## config.mk

```make
export PLATFORM = sky130hd
export DESIGN_NAME = mmio_controller_flat
export DESIGN_NICKNAME = d
export VERILOG_FILES = /design/src/rtl/mmio_controller_pkg.sv /design/src/rtl/mmio_controller_if.sv /design/src/rtl/mmio_controller_sync_fifo.sv /design/src/rtl/mmio_controller.sv /design/src/flat_wrapper.sv
export SDC_FILE = /design/constraint.sdc
export NUM_CORES = 1
export LEC_CHECK = 0
export CAP_MARGIN = 20
export CORE_ASPECT_RATIO = 0.6
export CORE_UTILIZATION = 45
export CTS_BUF_LIST = sky130_fd_sc_hd__clkbuf_16
export CTS_CLUSTER_SIZE = 30
export DETAILED_ROUTE_END_ITERATION = 7
export GPL_ROUTABILITY_DRIVEN = 0
export GPL_TIMING_DRIVEN = 0
export PLACE_DENSITY_LB_ADDON = 0.25
export SYNTH_ARGS = -nofsm -noshare
export SYNTH_HDL_FRONTEND = slang
export SYNTH_SLANG_ARGS = --single-unit
```

## constraint.sdc

```tcl
create_clock -name core_clock -period 3.3 [get_ports core_clock]
set_input_delay 0.66 -clock core_clock [delete_from_list [all_inputs] [get_ports core_clock]]
set_output_delay 0.66 -clock core_clock [all_outputs]
set_load 0.02 [all_outputs]
```

## src/rtl/mmio_controller_pkg.sv

```systemverilog
// mmio_controller_pkg
//   Shared types for the MMIO window: hart write-request struct, register
//   map constants, STATUS bit positions and the controller FSM encodings.
package mmio_controller_pkg;

   typedef enum logic [1:0] {
      write_byte = 2'd0,
      write_half = 2'd1,
      write_word = 2'd2
   } mem_write_width_t;

   typedef struct packed {
      logic [31:0]      addr;
      mem_write_width_t width;
      logic [31:0]      value;
      logic             enable;
   } mem_write_control_t;

   localparam logic [31:0] MMIO_BASE     = 32'h0003_0000;
   localparam logic [31:0] OFF_TXDATA    = 32'h0;
   localparam logic [31:0] OFF_LED_BLUE  = 32'h4;
   localparam logic [31:0] OFF_LED_GREEN = 32'h8;
   localparam logic [31:0] OFF_STATUS    = 32'hC;

   typedef enum int unsigned {
      STAT_FIFO_EMPTY = 0,
      STAT_FIFO_FULL  = 1,
      STAT_WIDTH_ERR  = 2,
      STAT_LEVEL_LSB  = 4
   } status_bit_e;

   typedef enum logic {
      ACCEPT,
      ACK
   } wr_state_e;

   typedef enum logic [1:0] {
      TX_IDLE,
      TX_OFFER,
      TX_BUSY
   } tx_state_e;

   // STATUS reports the FIFO level in a 4-bit field, saturating at 15.
   function automatic logic [3:0] sat_level(input logic [31:0] level);
      return (level > 32'd15) ? 4'hF : level[3:0];
   endfunction

endpackage

```

## src/rtl/mmio_controller_if.sv

```systemverilog
// mmio_controller_if
//   Hart-side MMIO bus.
//   mmio_control        : write request (addr, width, value, enable)
//   mmio_read_addr      : load address
//   mmio_r_data         : load data, combinational from mmio_read_addr
//   mmio_write_complete : one-cycle write acknowledge
import mmio_controller_pkg::*;

interface mmio_controller_if;
   mem_write_control_t mmio_control;
   logic [31:0]        mmio_read_addr;
   logic [31:0]        mmio_r_data;
   logic               mmio_write_complete;

   modport master (
      output mmio_control,
      output mmio_read_addr,
      input  mmio_r_data,
      input  mmio_write_complete
   );

   modport slave (
      input  mmio_control,
      input  mmio_read_addr,
      output mmio_r_data,
      output mmio_write_complete
   );
endinterface

```

## src/rtl/mmio_controller_sync_fifo.sv

```systemverilog
// sync_fifo
//   Single-clock FIFO, head valid whenever non-empty (no show-ahead latency).
//   core_clock, reset : clock, synchronous active-high reset
//   push_i, wdata_i   : write strobe / data (ignored when full)
//   pop_i             : remove head (ignored when empty)
//   rdata_o           : FIFO head
//   full_o, empty_o   : status from registered pointers
//   level_o           : number of stored entries
module sync_fifo #(
   parameter int unsigned WIDTH = 8,
   parameter int unsigned DEPTH = 8
) (
   input  logic                     core_clock,
   input  logic                     reset,
   input  logic                     push_i,
   input  logic [WIDTH-1:0]         wdata_i,
   input  logic                     pop_i,
   output logic [WIDTH-1:0]         rdata_o,
   output logic                     full_o,
   output logic                     empty_o,
   output logic [$clog2(DEPTH):0]   level_o
);
   localparam int unsigned AW = $clog2(DEPTH);

   logic [AW:0]       wr_ptr_q, wr_ptr_d;
   logic [AW:0]       rd_ptr_q, rd_ptr_d;
   logic [WIDTH-1:0]  mem_q [DEPTH];
   logic              do_push, do_pop;

   // Pointers carry one extra wrap bit: full when only the wrap bits differ.
   always_comb begin
      full_o   = (wr_ptr_q[AW] != rd_ptr_q[AW]) &&
                 (wr_ptr_q[AW-1:0] == rd_ptr_q[AW-1:0]);
      empty_o  = (wr_ptr_q == rd_ptr_q);
      level_o  = wr_ptr_q - rd_ptr_q;
      rdata_o  = mem_q[rd_ptr_q[AW-1:0]];
      do_push  = push_i && !full_o;
      do_pop   = pop_i && !empty_o;
      wr_ptr_d = wr_ptr_q;
      rd_ptr_d = rd_ptr_q;
      if (do_push) wr_ptr_d = wr_ptr_q + 1'b1;
      if (do_pop)  rd_ptr_d = rd_ptr_q + 1'b1;
   end

   always_ff @(posedge core_clock) begin
      if (reset) begin
         wr_ptr_q <= '0;
         rd_ptr_q <= '0;
      end else begin
         wr_ptr_q <= wr_ptr_d;
         rd_ptr_q <= rd_ptr_d;
      end
   end

   always_ff @(posedge core_clock) begin
      if (do_push) mem_q[wr_ptr_q[AW-1:0]] <= wdata_i;
   end
endmodule

```

## src/rtl/mmio_controller.sv

```systemverilog
// mmio_controller
//   MMIO window (16 bytes at BASE_ADDR): UART TX byte FIFO, LED registers,
//   read-only STATUS. Writes are acknowledged one cycle after accept; a byte
//   store only stalls while the TX FIFO is full.
//   core_clock, reset        : clock, synchronous active-high reset
//   mmio                     : hart bus (slave side)
//   serial_tx_data/_available: byte offered to serial_transmitter
//   serial_tx_ready          : transmitter idle; falls when it latches a byte
//   led_blue/green_control   : LED enables
import mmio_controller_pkg::*;

module mmio_controller #(
   parameter logic [31:0] BASE_ADDR     = MMIO_BASE,
   parameter int unsigned TX_FIFO_DEPTH = 8
) (
   input  logic                core_clock,
   input  logic                reset,
   mmio_controller_if.slave    mmio,
   output logic [7:0]          serial_tx_data,
   output logic                serial_tx_data_available,
   input  logic                serial_tx_ready,
   output logic                led_blue_control,
   output logic                led_green_control
);
   wr_state_e  wr_state_q, wr_state_d;
   tx_state_e  tx_state_q, tx_state_d;
   logic       led_blue_q, led_blue_d;
   logic       led_green_q, led_green_d;
   logic       width_err_q, width_err_d;

   logic       hit_tx, hit_blue, hit_green, hit_status, is_byte, accept;
   logic       fifo_push, fifo_pop, fifo_full, fifo_empty;
   logic [7:0] fifo_head;
   logic [$clog2(TX_FIFO_DEPTH):0] fifo_level;

   sync_fifo #(.WIDTH(8), .DEPTH(TX_FIFO_DEPTH)) u_tx_fifo (
      .core_clock (core_clock),
      .reset      (reset),
      .push_i     (fifo_push),
      .wdata_i    (mmio.mmio_control.value[7:0]),
      .pop_i      (fifo_pop),
      .rdata_o    (fifo_head),
      .full_o     (fifo_full),
      .empty_o    (fifo_empty),
      .level_o    (fifo_level)
   );

   // Write decode; a byte store to a full FIFO is the only non-accept.
   always_comb begin
      hit_tx     = (mmio.mmio_control.addr == BASE_ADDR + OFF_TXDATA);
      hit_blue   = (mmio.mmio_control.addr == BASE_ADDR + OFF_LED_BLUE);
      hit_green  = (mmio.mmio_control.addr == BASE_ADDR + OFF_LED_GREEN);
      hit_status = (mmio.mmio_control.addr == BASE_ADDR + OFF_STATUS);
      is_byte    = (mmio.mmio_control.width == write_byte);
      accept     = (wr_state_q == ACCEPT) && mmio.mmio_control.enable &&
                   !(hit_tx && is_byte && fifo_full);
      fifo_push  = accept && hit_tx && is_byte;
   end

   // Write-accept FSM
   always_ff @(posedge core_clock) begin
      if (reset) wr_state_q <= ACCEPT;
      else       wr_state_q <= wr_state_d;
   end

   always_comb begin
      wr_state_d = wr_state_q;
      unique case (wr_state_q)
         ACCEPT: if (accept) wr_state_d = ACK;
         ACK:    wr_state_d = ACCEPT;
         default: wr_state_d = ACCEPT;
      endcase
   end

   always_comb begin
      mmio.mmio_write_complete = (wr_state_q == ACK);
   end

   // Register side effects at accept
   always_comb begin
      led_blue_d  = led_blue_q;
      led_green_d = led_green_q;
      width_err_d = width_err_q;
      if (accept) begin
         if (hit_blue)            led_blue_d  = (mmio.mmio_control.value != '0);
         if (hit_green)           led_green_d = (mmio.mmio_control.value != '0);
         if (hit_tx && !is_byte)  width_err_d = 1'b1;
         if (hit_status)          width_err_d = 1'b0;
      end
   end

   always_ff @(posedge core_clock) begin
      if (reset) begin
         led_blue_q  <= 1'b0;
         led_green_q <= 1'b0;
         width_err_q <= 1'b0;
      end else begin
         led_blue_q  <= led_blue_d;
         led_green_q <= led_green_d;
         width_err_q <= width_err_d;
      end
   end

   assign led_blue_control  = led_blue_q;
   assign led_green_control = led_green_q;

   // TX drain FSM
   always_ff @(posedge core_clock) begin
      if (reset) tx_state_q <= TX_IDLE;
      else       tx_state_q <= tx_state_d;
   end

   always_comb begin
      tx_state_d = tx_state_q;
      unique case (tx_state_q)
         TX_IDLE:  if (!fifo_empty)      tx_state_d = TX_OFFER;
         TX_OFFER: if (!serial_tx_ready) tx_state_d = TX_BUSY;
         TX_BUSY:  if (serial_tx_ready)  tx_state_d = TX_IDLE;
         default:  tx_state_d = TX_IDLE;
      endcase
   end

   // The transmitter dropping ready while offered means it took the byte.
   always_comb begin
      serial_tx_data_available = (tx_state_q == TX_OFFER);
      serial_tx_data           = (tx_state_q == TX_OFFER) ? fifo_head : '0;
      fifo_pop                 = (tx_state_q == TX_OFFER) && !serial_tx_ready;
   end

   // Combinational read port
   always_comb begin
      mmio.mmio_r_data = '0;
      if (mmio.mmio_read_addr == BASE_ADDR + OFF_LED_BLUE) begin
         mmio.mmio_r_data[0] = led_blue_q;
      end else if (mmio.mmio_read_addr == BASE_ADDR + OFF_LED_GREEN) begin
         mmio.mmio_r_data[0] = led_green_q;
      end else if (mmio.mmio_read_addr == BASE_ADDR + OFF_STATUS) begin
         mmio.mmio_r_data[STAT_FIFO_EMPTY] = fifo_empty;
         mmio.mmio_r_data[STAT_FIFO_FULL]  = fifo_full;
         mmio.mmio_r_data[STAT_WIDTH_ERR]  = width_err_q;
         mmio.mmio_r_data[STAT_LEVEL_LSB +: 4] = sat_level(32'(fifo_level));
      end
   end
endmodule
```

## src/flat_wrapper.sv

```systemverilog
// flat-port wrapper written by rule: the top's interface ports become plain ports
module mmio_controller_flat 
#(
   parameter logic [31:0] BASE_ADDR     = MMIO_BASE,
   parameter int unsigned TX_FIFO_DEPTH = 8
)
  (core_clock, reset, serial_tx_data, serial_tx_data_available, serial_tx_ready, led_blue_control, led_green_control, mmio_mmio_control, mmio_mmio_read_addr, mmio_mmio_r_data, mmio_mmio_write_complete);
  mmio_controller_if mmio_i ();
  input  logic core_clock;
  input  logic reset;
  output logic [7:0] serial_tx_data;
  output logic serial_tx_data_available;
  input  logic serial_tx_ready;
  output logic led_blue_control;
  output logic led_green_control;
  input wire logic [$bits(mmio_i.mmio_control)-1:0] mmio_mmio_control;
  input wire logic [$bits(mmio_i.mmio_read_addr)-1:0] mmio_mmio_read_addr;
  output wire logic [$bits(mmio_i.mmio_r_data)-1:0] mmio_mmio_r_data;
  output wire logic [$bits(mmio_i.mmio_write_complete)-1:0] mmio_mmio_write_complete;
  assign mmio_i.mmio_control = mmio_mmio_control;
  assign mmio_i.mmio_read_addr = mmio_mmio_read_addr;
  assign mmio_mmio_r_data = mmio_i.mmio_r_data;
  assign mmio_mmio_write_complete = mmio_i.mmio_write_complete;
  mmio_controller #(.BASE_ADDR(BASE_ADDR), .TX_FIFO_DEPTH(TX_FIFO_DEPTH)) u_core (.core_clock(core_clock), .reset(reset), .mmio(mmio_i), .serial_tx_data(serial_tx_data), .serial_tx_data_available(serial_tx_data_available), .serial_tx_ready(serial_tx_ready), .led_blue_control(led_blue_control), .led_green_control(led_green_control));
endmodule
```

* Yosys cells after proc, flatten, opt, wreduce, memory -nomap -nowiden *
Memories as Yosys holds them, arrays and structs flattened. A register that Yosys moved wholly into a read port is not among the register bits.
Index checks and enable logic that the tools add are counted.

storage, ports and cells
  bits in registers = 14
  RAM bits = 64
  input bits = 102
  output and inout bits = 44
  word-level logic and storage cells = 72
  memories = 1

operators by class
  add/subtract/negate cells = 3
  equality and inequality tests = 15
  mux-type cells = 21
  bitwise logic cells = 1
  reduce and logical (&&, ||, !) cells = 24

memories
  memory                  words  width  read ports  clocked after Yosys merged registers in  write ports  RTL line                         RTL
  u_core.u_tx_fifo.mem_q  8      8      1           1                                        1            mmio_controller_sync_fifo.sv:27  logic [WIDTH-1:0] mem_q [DEPTH];

operator list
  cell                  count
  $eq 32x18->1 const B  7
  $reduce_bool 32->1    1
  $mux 4                3
  $logic_and 1x1->1     11
  $mux 2                5
  $mux 3                3
  $add 4x1->4 const B   2
  $mux 8                1
  $mux 1                7
  $ne 2x2->1 const B    3
  $pmux 2 s3            1
  $reduce_and 2->1      3
  $logic_not 1->1       5
  $eq 4x4->1            1
  $logic_not 2->1       2
  $sub 4x4->4           1
  $eq 3x3->1            1
  $reduce_and 3->1      1
  $eq 2x1->1 const B    1
  $eq 2x2->1 const B    1
  $pmux 1 s2            1
  $reduce_bool 2->1     1
  $ne 1x1->1            1
  $not 1->1             1

* Logic depth before layout (Yosys ltp) *
Gate-level depths: netlist of the first run.

  depth in word-level cells = 10
  mapped depth = 6
  depth with buffers taken out = 6

* By module *
Synthesis of the first run repeated with hierarchy kept, for this count alone.

second synthesis, totals
  cell total of the unflattened synthesis = 280
  area, all modules = 3963.8 um^2

by module, submodules not included
  module           times used  cells an instance  area an instance (um^2)  sequential area each (um^2)
  sync_fifo        1           166                3090.5                   2142.1
  mmio_controller  1           114                873.3                    120.1

* Worst setup path after synthesis of the first run *
Ideal clock, no wire load.

  kind = input to output
  from = input mmio_mmio_read_addr[1]
  to = output mmio_mmio_r_data[7]
  arrival = 2.091 ns
  path slack = 0.549 ns
  cell stages on the path = 5
  buffers on the path = 1
  cell sequence = nor4b_1 -> nand4_1 -> or3_1 -> clkbuf_1 -> nor3_1

on the way
  cells in the longest elaborated chain, start to end = 4
  elaborated cells between the ends (all ways) = 6
  those cells by class = 3 x eq/ne; 3 x mux

RTL lines
  item          RTL line                RTL
  from (decl)   flat_wrapper.sv:17      input wire logic [$bits(mmio_i.mmio_read_addr)-1:0] mmio_mmio_read_addr;
  $eq 32x18->1  mmio_controller.sv:137  end else if (mmio.mmio_read_addr == BASE_ADDR + OFF_STATUS) begin
  $mux 4        mmio_controller.sv:137
  $mux 4        mmio_controller.sv:135  end else if (mmio.mmio_read_addr == BASE_ADDR + OFF_LED_GREEN) begin
  $mux 4 (*)    mmio_controller.sv:133  if (mmio.mmio_read_addr == BASE_ADDR + OFF_LED_BLUE) begin
  to (decl)     flat_wrapper.sv:18      output wire logic [$bits(mmio_i.mmio_r_data)-1:0] mmio_mmio_r_data;

Mark *: on every way between the ends. The rest lies on a longest branch, timed or not.

* Final worst setup path of the first run *
  from = input mmio_mmio_read_addr[0]
  to = output mmio_mmio_r_data[7]

The elaborated chain is that of the path after synthesis.

==> flow_metrics.py, run 1 <==
metrics = {
    "power_and_ir_drop": {
        "combinationalPowerShare_pct": 9.7,
        "p_sw_uw": 467,
        "internal_power_mw": 1.74,
        "ir_drop_uv": 300,
        "swShare_pct": 21.1,
        "seq_power_share_pct": 49.9,
        "p_per_area_nw_per_um2": 387,
        "p_leak_nw": 1.99,
        "clkPwrFrac_pct": 40.4,
    },
    "placed_design": {
        "io_buffers": 119,
        "hpwlAfterDp_um": 7410,
        "post-place-ws_ns": -0.459,
    },
    "global_route": {
        "grt_max_degree": 15,
        "grt_pass1_wl_um": 14600,
        "antenna_found_initial": 0,
        "grtUsageTotal_pct": 22.4,
        "grt_overflow_total": 0,
        "grt_pass1_vias": 2808,
    },
    "cells_and_area": {
        "syn_to_final_growth_pct": 43.1,
        "diodes": 0,
        "regArea_um2": 2260,
        "post-route-util_pct": 66.8,
        "nNetsFinal": 550,
        "multi_input_area_um2": 1590,
        "drive_above_1_share_pct": 19.7,
        "fillCellCount": 646,
    },
    "sta": {
        "finalSetupTns_ns": 0,
        "slew_violations": 0,
        "rsz0062_at_grt": "false",
        "worstMarginPinSlew_ns": 0.844,
        "fin_skew_ns": 0.00548,
        "setup_violations": 0,
        "hold_viol": 0,
        "slew_headroom_pct": 43.5,
        "post-route-period-util_pct": 97.0,
        "hold_ws_ns": 0.498,
        "fmax_ghz": 0.312,
        "layout_setup_ws_ns": 0.0992,
        "min_period_ns": 3.20,
    },
    "synthesis": {
        "ys_types": 50,
        "postSynthCellCount": 288,
        "post-synth-top-count-cell": "edfxtp_1",
        "synth-seq-cells": 81,
        "synth-async-reset-ratio_pct": 0,
        "yosys_warnings": 0,
        "synth_common_cells": "64 x edfxtp_1, 26 x buf_4, 24 x nor2_1",
        "yosys.area.top_type_share_pct": 48.2,
        "synth_ff_type": "edfxtp_1",
        "syn_area_per_cell_um2": 13.9,
        "synth_edf_count": 64,
        "syn-cell-area_um2": 3990,
        "yosysTopAreaCell": "edfxtp_1",
        "synth_seq_area_share_pct": 56.7,
        "synth_area_leaders": "edfxtp_1 48%, mux4_2 9.0%, dfxtp_1 8.5%, buf_4 4.9%, mux2i_1 3.0%",
    },
    "worst_setup_path": {
        "cp.arrival_ns": 2.54,
        "cp_max_fo": 6,
        "slowest_stage": "or3_1",
        "path_class": "input pin to primary output",
        "crit_chain": "clkdlybuf4s50_1 > nor4_1 > nand4_1 > or3_1 > nor3_1 > buf_2",
        "critical_path.max_stage_delay_ns": 0.51,
        "endpoint_kind": "primary output",
        "critPathLaunchType": "input pin",
        "required_ns": 2.64,
    },
    "cts": {
        "cts_setup_buffers": 0,
        "holdBufCountCts": 0,
        "cts_root_buf": "clkbuf_16",
        "cts_tree": "done",
        "clk_pin_slew_worst_paths_ns": 0.06,
        "numCtsBuffers": 9,
        "clock-sinks": 81,
        "cts_buffer_depth": 2,
        "clock_latency_ns": 0.33,
        "h-tree-depth": 3,
    },
    "routing": {
        "antenna_left": 0,
        "avgViaCountPerCell": 5.21,
        "routed_wirelength_um": 9590,
        "wire_per_inst_um": 17.2,
        "dr.pass1.iters": 6,
        "drc": 0,
        "via_count": 2913,
        "drtIter0Drc": 304,
    },
    "floorplanning": {
        "die_x_um": 124,
        "core_region_area_um2": 8560,
        "io_pins": 146,
        "num_rows": 26,
        "start_util_pct": 46.7,
        "die_y_um": 75.0,
        "fp.dieArea_um2": 9260,
    },
    "status": {
        "outcome": "complete, no violations",
    },
    "flow_run": {
        "cap_violations": 0,
    },
    "hold_path": {
        "hold_class": "flip-flop to flip-flop",
    },
}
layer usage:
layer / GRT usage, % / wire length, um / up-vias
li1: - / - / 1388
met1: 30.2 / 4090 / 1375
met2: 35.9 / 4620 / 139
met3: 5.68 / 747 / 11
met4: 7.50 / 130 / 0
met5: 0 / 0 / -
sequential cells by signal, indices dropped and copies added, names as in the netlist, named ones only:
register                         count
u_core.tx_state_q                    2
u_core.led_green_control             1
u_core.led_blue_control              1
u_core.mmio.mmio_write_complete      1
u_core.u_tx_fifo.rd_ptr_q            4
u_core.u_tx_fifo.mem_q              64
u_core.u_tx_fifo.wr_ptr_q            4
u_core.width_err_q                   1
power groups by stage:
stage | combinational [mW] | sequential [mW] | clock, mW
after floorplan | 0.0663 | 1.12 | 0
after global placement | 0.205 | 1.12 | 0
after detailed placement | 0.210 | 1.12 | 0
after CTS | 0.212 | 1.10 | 0.907
after global routing | 0.229 | 1.10 | 0.961
final | 0.214 | 1.10 | 0.893
logic make-up (layout without fill, tap and decap cells):
logic type                 Yosys count  in the layout  share of synthesized area [%]
DFF                                 81             81                           56.7
xor gates and xnor gates             7              7                           1.54
other                                1             25                         0.0940
muxes                               30             30                           12.6
buffers and inverters               44            179                           6.65
adders and majority gates            6              6                           2.07
and+or+nand+nor                    101            101                           17.2
AOI/OAI and AO/OA                   18             18                           3.20
through the flow:
| step | instance area (um^2) | power (mW) | instances |
|---|---|---|---|
| after floorplan | 4080 | 1.19 | 312 |
| after global placement | 5410 | 1.33 | 543 |
| after detailed placement | 5430 | 1.33 | 545 |
| after CTS | 5710 | 2.22 | 561 |
| after global routing | 5710 | 2.29 | 559 |
| final | 5710 | 2.21 | 559 |
worst max-delay path: cells and delay by family:
kind	cells	cell delay (ns)
and+or+nand+nor	4	1.26
buffers and inverters	2	0.62
final timing paths:
check	cells after the start	start	to	slack, ns
setup reg to reg	7	u_core.u_tx_fifo.wr_ptr_q[0]	u_core.u_tx_fifo.mem_q[2][2]	0.38
hold reg to reg	2	u_core.led_green_control	u_core.led_green_control	0.50
hold / removal	2	u_core.led_green_control	u_core.led_green_control	0.50
setup / recovery	6	mmio_mmio_read_addr[0]	mmio_mmio_r_data[7]	0.1
what timing repair did:
action | 4_1_cts | 5_1_grt
resized for setup | 20 | 10
cloned | 0 | 0
setup endpoints to repair | 6 | 31
layout by cell type (no fill, tap or decap), types with 4 or more instances in the layout:
master / Yosys / final
a21oi_1: 4 / 4
and3_1: 4 / 4
and4_1: 4 / 4
buf_4: 26 / 27
clkbuf_1: 5 / 4
clkbuf_16: 0 / 9
clkbuf_2: 1 / 4
clkdlybuf4s50_1: 0 / 112
conb_1: 1 / 25
dfxtp_1: 17 / 17
edfxtp_1: 64 / 64
ha_1: 5 / 5
inv_1: 9 / 9
mux2i_1: 12 / 12
mux4_2: 16 / 16
nand2_1: 4 / 4
nand2b_1: 4 / 4
nand4_1: 7 / 7
nor2_1: 24 / 23
nor2b_1: 5 / 5
nor3_1: 8 / 8
nor4_1: 15 / 14
nor4_2: 7 / 8
xor2_1: 4 / 4
area by class of cell:
class | instances | area share (%)
Buffer | 33 | 3.99
Clock buffer | 9 | 3.94
Clock inverter | 7 | 0.789
Inverter | 9 | 0.591
Multi-Input combinational cell | 187 | 27.9
Sequential cell | 81 | 39.6
Tap cell | 112 | 2.45
Timing Repair Buffer | 121 | 20.7
Power figures use the tool's default switching activity.
==> inputs of run 2 (changes only) <==
--- a/config.mk
+++ b/config.mk
@@ -5,7 +5,7 @@
 export SDC_FILE = /design/constraint.sdc
 export NUM_CORES = 1
 export LEC_CHECK = 0
-export CAP_MARGIN = 20
+export CAP_MARGIN = 0
 export CORE_ASPECT_RATIO = 0.6
 export CORE_UTILIZATION = 45
 export CTS_BUF_LIST = sky130_fd_sc_hd__clkbuf_16
@@ -17,3 +17,4 @@
 export SYNTH_ARGS = -nofsm -noshare
 export SYNTH_HDL_FRONTEND = slang
 export SYNTH_SLANG_ARGS = --single-unit
+export TNS_END_PERCENT = 5
==> flow_metrics.py, run 2 (synthesis gave the netlist of run 1 again) <==
metrics = {
    "global_route": {
        "antenna_found_initial": 0,
        "grt_max_degree": 15,
        "grt_pass1_vias": 2815,
        "grt_overflow_total": 0,
        "grtUsageTotal_pct": 22.6,
        "grt_pass1_wl_um": 14800,
    },
    "cells_and_area": {
        "post-route-util_pct": 67.3,
        "largest_reg_flops": 64,
        "diodes": 0,
        "nNetsFinal": 550,
        "final_common_cell": "clkdlybuf4s50_1",
        "fin_area_um2": 5760,
        "drive_above_1_share_pct": 20.1,
        "fillCellCount": 630,
        "syn_to_final_growth_pct": 44.2,
        "layout_common_cells": "112 x clkdlybuf4s50_1, 64 x edfxtp_1, 25 x buf_4, 25 x conb_1, 24 x nor2_1",
    },
    "sta": {
        "min_period_ns": 3.31,
        "fmax_ghz": 0.302,
        "layout_setup_ws_ns": -0.00703,
        "slew_violations": 0,
        "worstMarginPinSlew_ns": 1.33,
        "hold_viol": 0,
        "fin_skew_ns": 0.00468,
        "slew_headroom_pct": 10.7,
        "post-route-period-util_pct": 100,
        "setup_violations": 8,
        "rsz0062_at_grt": "true",
    },
    "floorplanning": {
        "die_x_um": 124,
        "die_y_um": 75.0,
        "io_pins": 146,
        "start_util_pct": 46.7,
        "num_rows": 26,
        "core_region_area_um2": 8560,
        "fp.dieArea_um2": 9260,
    },
    "power_and_ir_drop": {
        "ir_drop_uv": 303,
        "p_leak_nw": 2.00,
        "p_per_area_nw_per_um2": 398,
    },
    "worst_setup_path": {
        "rrSetupSlack_ns": 0.18,
        "critical_path.max_stage_delay_ns": 1.05,
        "r2r_cells": 6,
        "rr_startpoint": "u_core.u_tx_fifo.wr_ptr_q[0]",
        "cp_max_fo": 8,
        "critPathLaunchType": "input pin",
        "crit_family": "simple AND/OR/NAND/NOR gates",
        "crit_chain": "clkdlybuf4s50_1 > or4_4 > a211oi_2 > nand4_2 > nor3_1",
        "reg2reg_to": "u_core.u_tx_fifo.mem_q[0][2]",
        "required_ns": 3.24,
        "cp.arrival_ns": 3.25,
        "critPathBufInv": 1,
        "slowest_stage": "nor3_1",
        "crit_start": "mmio_mmio_control[38]",
        "path_class": "input pin to flip-flop",
        "endpoint_kind": "flip-flop",
    },
    "cts": {
        "clock_latency_ns": 0.33,
        "clk_pin_slew_worst_paths_ns": 0.06,
        "numCtsBuffers": 9,
        "cts_tree": "done",
        "cts_setup_buffers": 0,
        "holdBufCountCts": 0,
        "cts_root_buf": "clkbuf_16",
        "ctsResizeCount": 25,
        "cts_buffer_depth": 2,
        "clock-sinks": 81,
        "h-tree-depth": 3,
    },
    "placed_design": {
        "io_buffers": 119,
        "post-place-ws_ns": -0.467,
        "hpwlAfterDp_um": 7430,
        "place_area_um2": 5410,
    },
    "routing": {
        "avgViaCountPerCell": 5.25,
        "dr.pass1.iters": 4,
        "wire_per_inst_um": 17.4,
        "drtIter0Drc": 287,
        "drc": 0,
        "routed_wirelength_um": 9720,
        "antenna_left": 0,
        "via_count": 2934,
    },
    "flow_run": {
        "cap_violations": 0,
    },
    "hold_path": {
        "whs_endpoint": "u_core.led_green_control",
        "holdPathStages": 2,
        "worstHoldStart": "u_core.led_green_control",
        "hold_class": "flip-flop to flip-flop",
    },
    "status": {
        "outcome": "finished, violations left",
        "violations": "setup timing",
    },
}
-- run 2: report_power, final --
| group | internal (mW) | switching (mW) | leakage (nW) | total, mW |
|---|---|---|---|---|
| Combinational | 0.136 | 0.0804 | 1.14 | 0.216 |
| Clock | 0.585 | 0.387 | 0.142 | 0.972 |
| Sequential | 1.10 | 0.000901 | 0.712 | 1.10 |
| Total | 1.82 | 0.468 | 2.00 | 2.29 |
-- run 2: metrics by stage --
stage	instances	total power [mW]	TNS (ns)	hold slack, ns
floorplan	312	1.19	0	0.460
global placement	543	1.33	-6.98	0.479
detailed placement	543	1.33	-9.60	0.485
CTS	559	2.30	0	0.496
global route	559	2.37	-2.14	0.503
finish	559	2.29	-0.0312	0.494
-- run 2: tightest hold or removal path: cells and delay by family (launching register included) --
family	cells	cell delay [ns]
simple gates	1	0.07
mux	1	0.06
flops	1	0.32
-- run 2: area by class of cell --
type	count	area [um^2]	share of cell area, %
inverter	9	33.8	0.587
tap	112	140	2.43
timing repair buffer	119	1190	20.7
multi-input combinational	187	1600	27.7
sequential	81	2260	39.3
buffer	35	239	4.15
clock buffer	9	225	3.91
clock inverter	7	70.1	1.22
-- run 2: worst max path at each step --
stage,slack (ns),depth (start not counted),endpoint
CTS,0.008,7,mmio_mmio_r_data[2]
finish,-0.007,5,u_core.u_tx_fifo.mem_q[0][2]
floorplan,0.55,5,mmio_mmio_r_data[7]
global placement,-0.33,7,mmio_mmio_r_data[7]
detailed placement,-0.47,7,mmio_mmio_r_data[7]
global route,-0.11,5,u_core.u_tx_fifo.mem_q[2][1]
-- run 2: routing by layer --
| layer | global-route usage, % | part of all wire (%) |
|---|---|---|
| met1 | 30.5 | 45 |
| met2 | 36.3 | 47 |
| met3 | 5.30 | 5.8 |
| met4 | 8.03 | 1.8 |
| met5 | 0 | 0 |
==> inputs of run 3 (changes only) <==
--- a/config.mk
+++ b/config.mk
@@ -7,13 +7,14 @@
 export LEC_CHECK = 0
 export CAP_MARGIN = 0
 export CORE_ASPECT_RATIO = 0.6
-export CORE_UTILIZATION = 45
+export CORE_UTILIZATION = 41
 export CTS_BUF_LIST = sky130_fd_sc_hd__clkbuf_16
 export CTS_CLUSTER_SIZE = 30
 export DETAILED_ROUTE_END_ITERATION = 7
 export GPL_ROUTABILITY_DRIVEN = 0
 export GPL_TIMING_DRIVEN = 0
 export PLACE_DENSITY_LB_ADDON = 0.25
+export RECOVER_POWER = 25
 export SYNTH_ARGS = -nofsm -noshare
 export SYNTH_HDL_FRONTEND = slang
 export SYNTH_SLANG_ARGS = --single-unit
==> flow_metrics.py, run 3 (synthesis gave the netlist of run 1 again) <==
metrics = {
    "cells_and_area": {
        "regArea_um2": 2260,
        "syn_to_final_growth_pct": 43.1,
        "drive_above_1_share_pct": 18.2,
        "final_common_cell": "clkdlybuf4s50_1",
        "fin_area_um2": 5710,
        "layout_common_cells": "107 x clkdlybuf4s50_1, 64 x edfxtp_1, 25 x buf_4, 25 x conb_1, 24 x nor2_1",
        "largest_reg_flops": 64,
        "fillCellCount": 734,
        "multi_input_area_um2": 1590,
        "diodes": 0,
        "nNetsFinal": 550,
        "post-route-util_pct": 61.3,
    },
    "sta": {
        "slew_violations": 0,
        "fmax_ghz": 0.311,
        "rsz0062_at_grt": "false",
        "fin_skew_ns": 0.00677,
        "layout_setup_ws_ns": 0.0819,
        "slew_headroom_pct": 45.7,
        "hold_viol": 0,
        "setup_violations": 0,
        "min_period_ns": 3.22,
        "post-route-period-util_pct": 97.5,
        "worstMarginPinSlew_ns": 0.812,
    },
    "global_route": {
        "grt_max_degree": 13,
        "grt_overflow_total": 0,
        "grt_pass1_vias": 2760,
        "grt_pass1_wl_um": 14300,
        "antenna_found_initial": 0,
        "grtUsageTotal_pct": 19.7,
    },
    "floorplanning": {
        "fp.dieArea_um2": 10100,
        "start_util_pct": 42.8,
        "num_rows": 27,
        "io_pins": 146,
        "die_y_um": 78.4,
        "core_region_area_um2": 9320,
        "die_x_um": 129,
    },
    "power_and_ir_drop": {
        "power_mw": 2.16,
        "p_per_area_nw_per_um2": 379,
        "p_leak_nw": 2.00,
        "ir_drop_uv": 258,
    },
    "routing": {
        "wire_per_inst_um": 15.9,
        "avgViaCountPerCell": 4.97,
        "drc": 0,
        "via_count": 2862,
        "antenna_left": 0,
        "routed_wirelength_um": 9140,
        "drtIter0Drc": 224,
        "dr.pass1.iters": 4,
    },
    "cts": {
        "clk_pin_slew_worst_paths_ns": 0.06,
        "clock-sinks": 81,
        "cts_tree": "done",
        "cts_buffer_depth": 2,
        "numCtsBuffers": 9,
        "cts_root_buf": "clkbuf_16",
        "h-tree-depth": 3,
        "clock_latency_ns": 0.34,
        "cts_setup_buffers": 0,
    },
    "status": {
        "outcome": "complete, no violations",
    },
    "worst_setup_path": {
        "endpoint_kind": "primary output",
        "cp_max_fo": 6,
        "critical_path.max_stage_delay_ns": 0.42,
        "critPathLaunchType": "input pin",
        "cp.arrival_ns": 2.56,
        "required_ns": 2.64,
        "path_class": "input pin to primary output",
        "slowest_stage": "clkdlybuf4s50_1",
        "crit_chain": "clkdlybuf4s50_1 > nor4_1 > nand4_1 > or3_1 > clkbuf_1 > nor2_1 > dlygate4sd2_1",
    },
    "flow_run": {
        "cap_violations": 0,
    },
    "placed_design": {
        "io_buffers": 119,
        "post-place-ws_ns": -0.350,
        "hpwlAfterDp_um": 7110,
        "place_area_um2": 5440,
    },
    "hold_path": {
        "hold_class": "flip-flop to flip-flop",
    },
}
-- run 3: worst paths after layout --
| kind | start | endpoint | slack (ns) | cells after the start |
|---|---|---|---|---|
| setup / recovery | mmio_mmio_read_addr[0] | mmio_mmio_r_data[5] | 0.08 | 7 |
| hold / removal | u_core.tx_state_q[1] | u_core.tx_state_q[0] | 0.50 | 1 |
| setup reg to reg | u_core.u_tx_fifo.wr_ptr_q[0] | u_core.u_tx_fifo.mem_q[1][0] | 0.48 | 6 |
| hold reg to reg | u_core.tx_state_q[1] | u_core.tx_state_q[0] | 0.50 | 1 |
-- run 3: layer usage --
layer	vias up	share of wire [%]	GRT usage, %	wire, um
met5	-	0	0	0
met4	0	1.4	7.18	129
met3	9	8.5	7.29	777
met2	103	45	29.0	4110
met1	1361	45	26.5	4130
li1	1389	-	-	-
-- run 3: stage by stage --
| step | instances | setup TNS [ns] | hold WS [ns] |
|---|---|---|---|
| after detailed placement | 561 | -9.84 | 0.491 |
| final | 576 | 0 | 0.503 |
| after CTS | 576 | 0 | 0.500 |
| after global placement | 561 | -7.24 | 0.479 |
| after floorplan | 312 | 0 | 0.460 |
| after global routing | 576 | 0 | 0.543 |
-- run 3: power by group --
group          leakage [nW]  internal (mW)  switching, mW  total (mW)
clock network         0.131          0.493          0.360       0.852
logic                  1.16          0.133         0.0763       0.210
registers             0.712           1.10       0.000915        1.10
total                  2.00           1.73          0.437        2.16
-- run 3: cell type report --
| class | instances | share of cell area, % |
|---|---|---|
| Clock inverter | 6 | 0.504 |
| Inverter | 9 | 0.591 |
| Multi-Input combinational cell | 187 | 27.8 |
| Buffer | 35 | 4.14 |
| Clock buffer | 9 | 3.94 |
| Tap cell | 130 | 2.85 |
| Timing Repair Buffer | 119 | 20.6 |
| Sequential cell | 81 | 39.6 |
-- run 3: critical path: cells and delay by family --
kind,cells,cell delay (ns)
AND/OR/NAND/NOR,4,0.95
buffers and inverters,3,0.94
-- run 3: what timing repair did --
item	CTS	global route
pin swaps	0	0
hold buffers	0	0
gates resized for setup	10	13
endpoints found under the setup margin	10	38
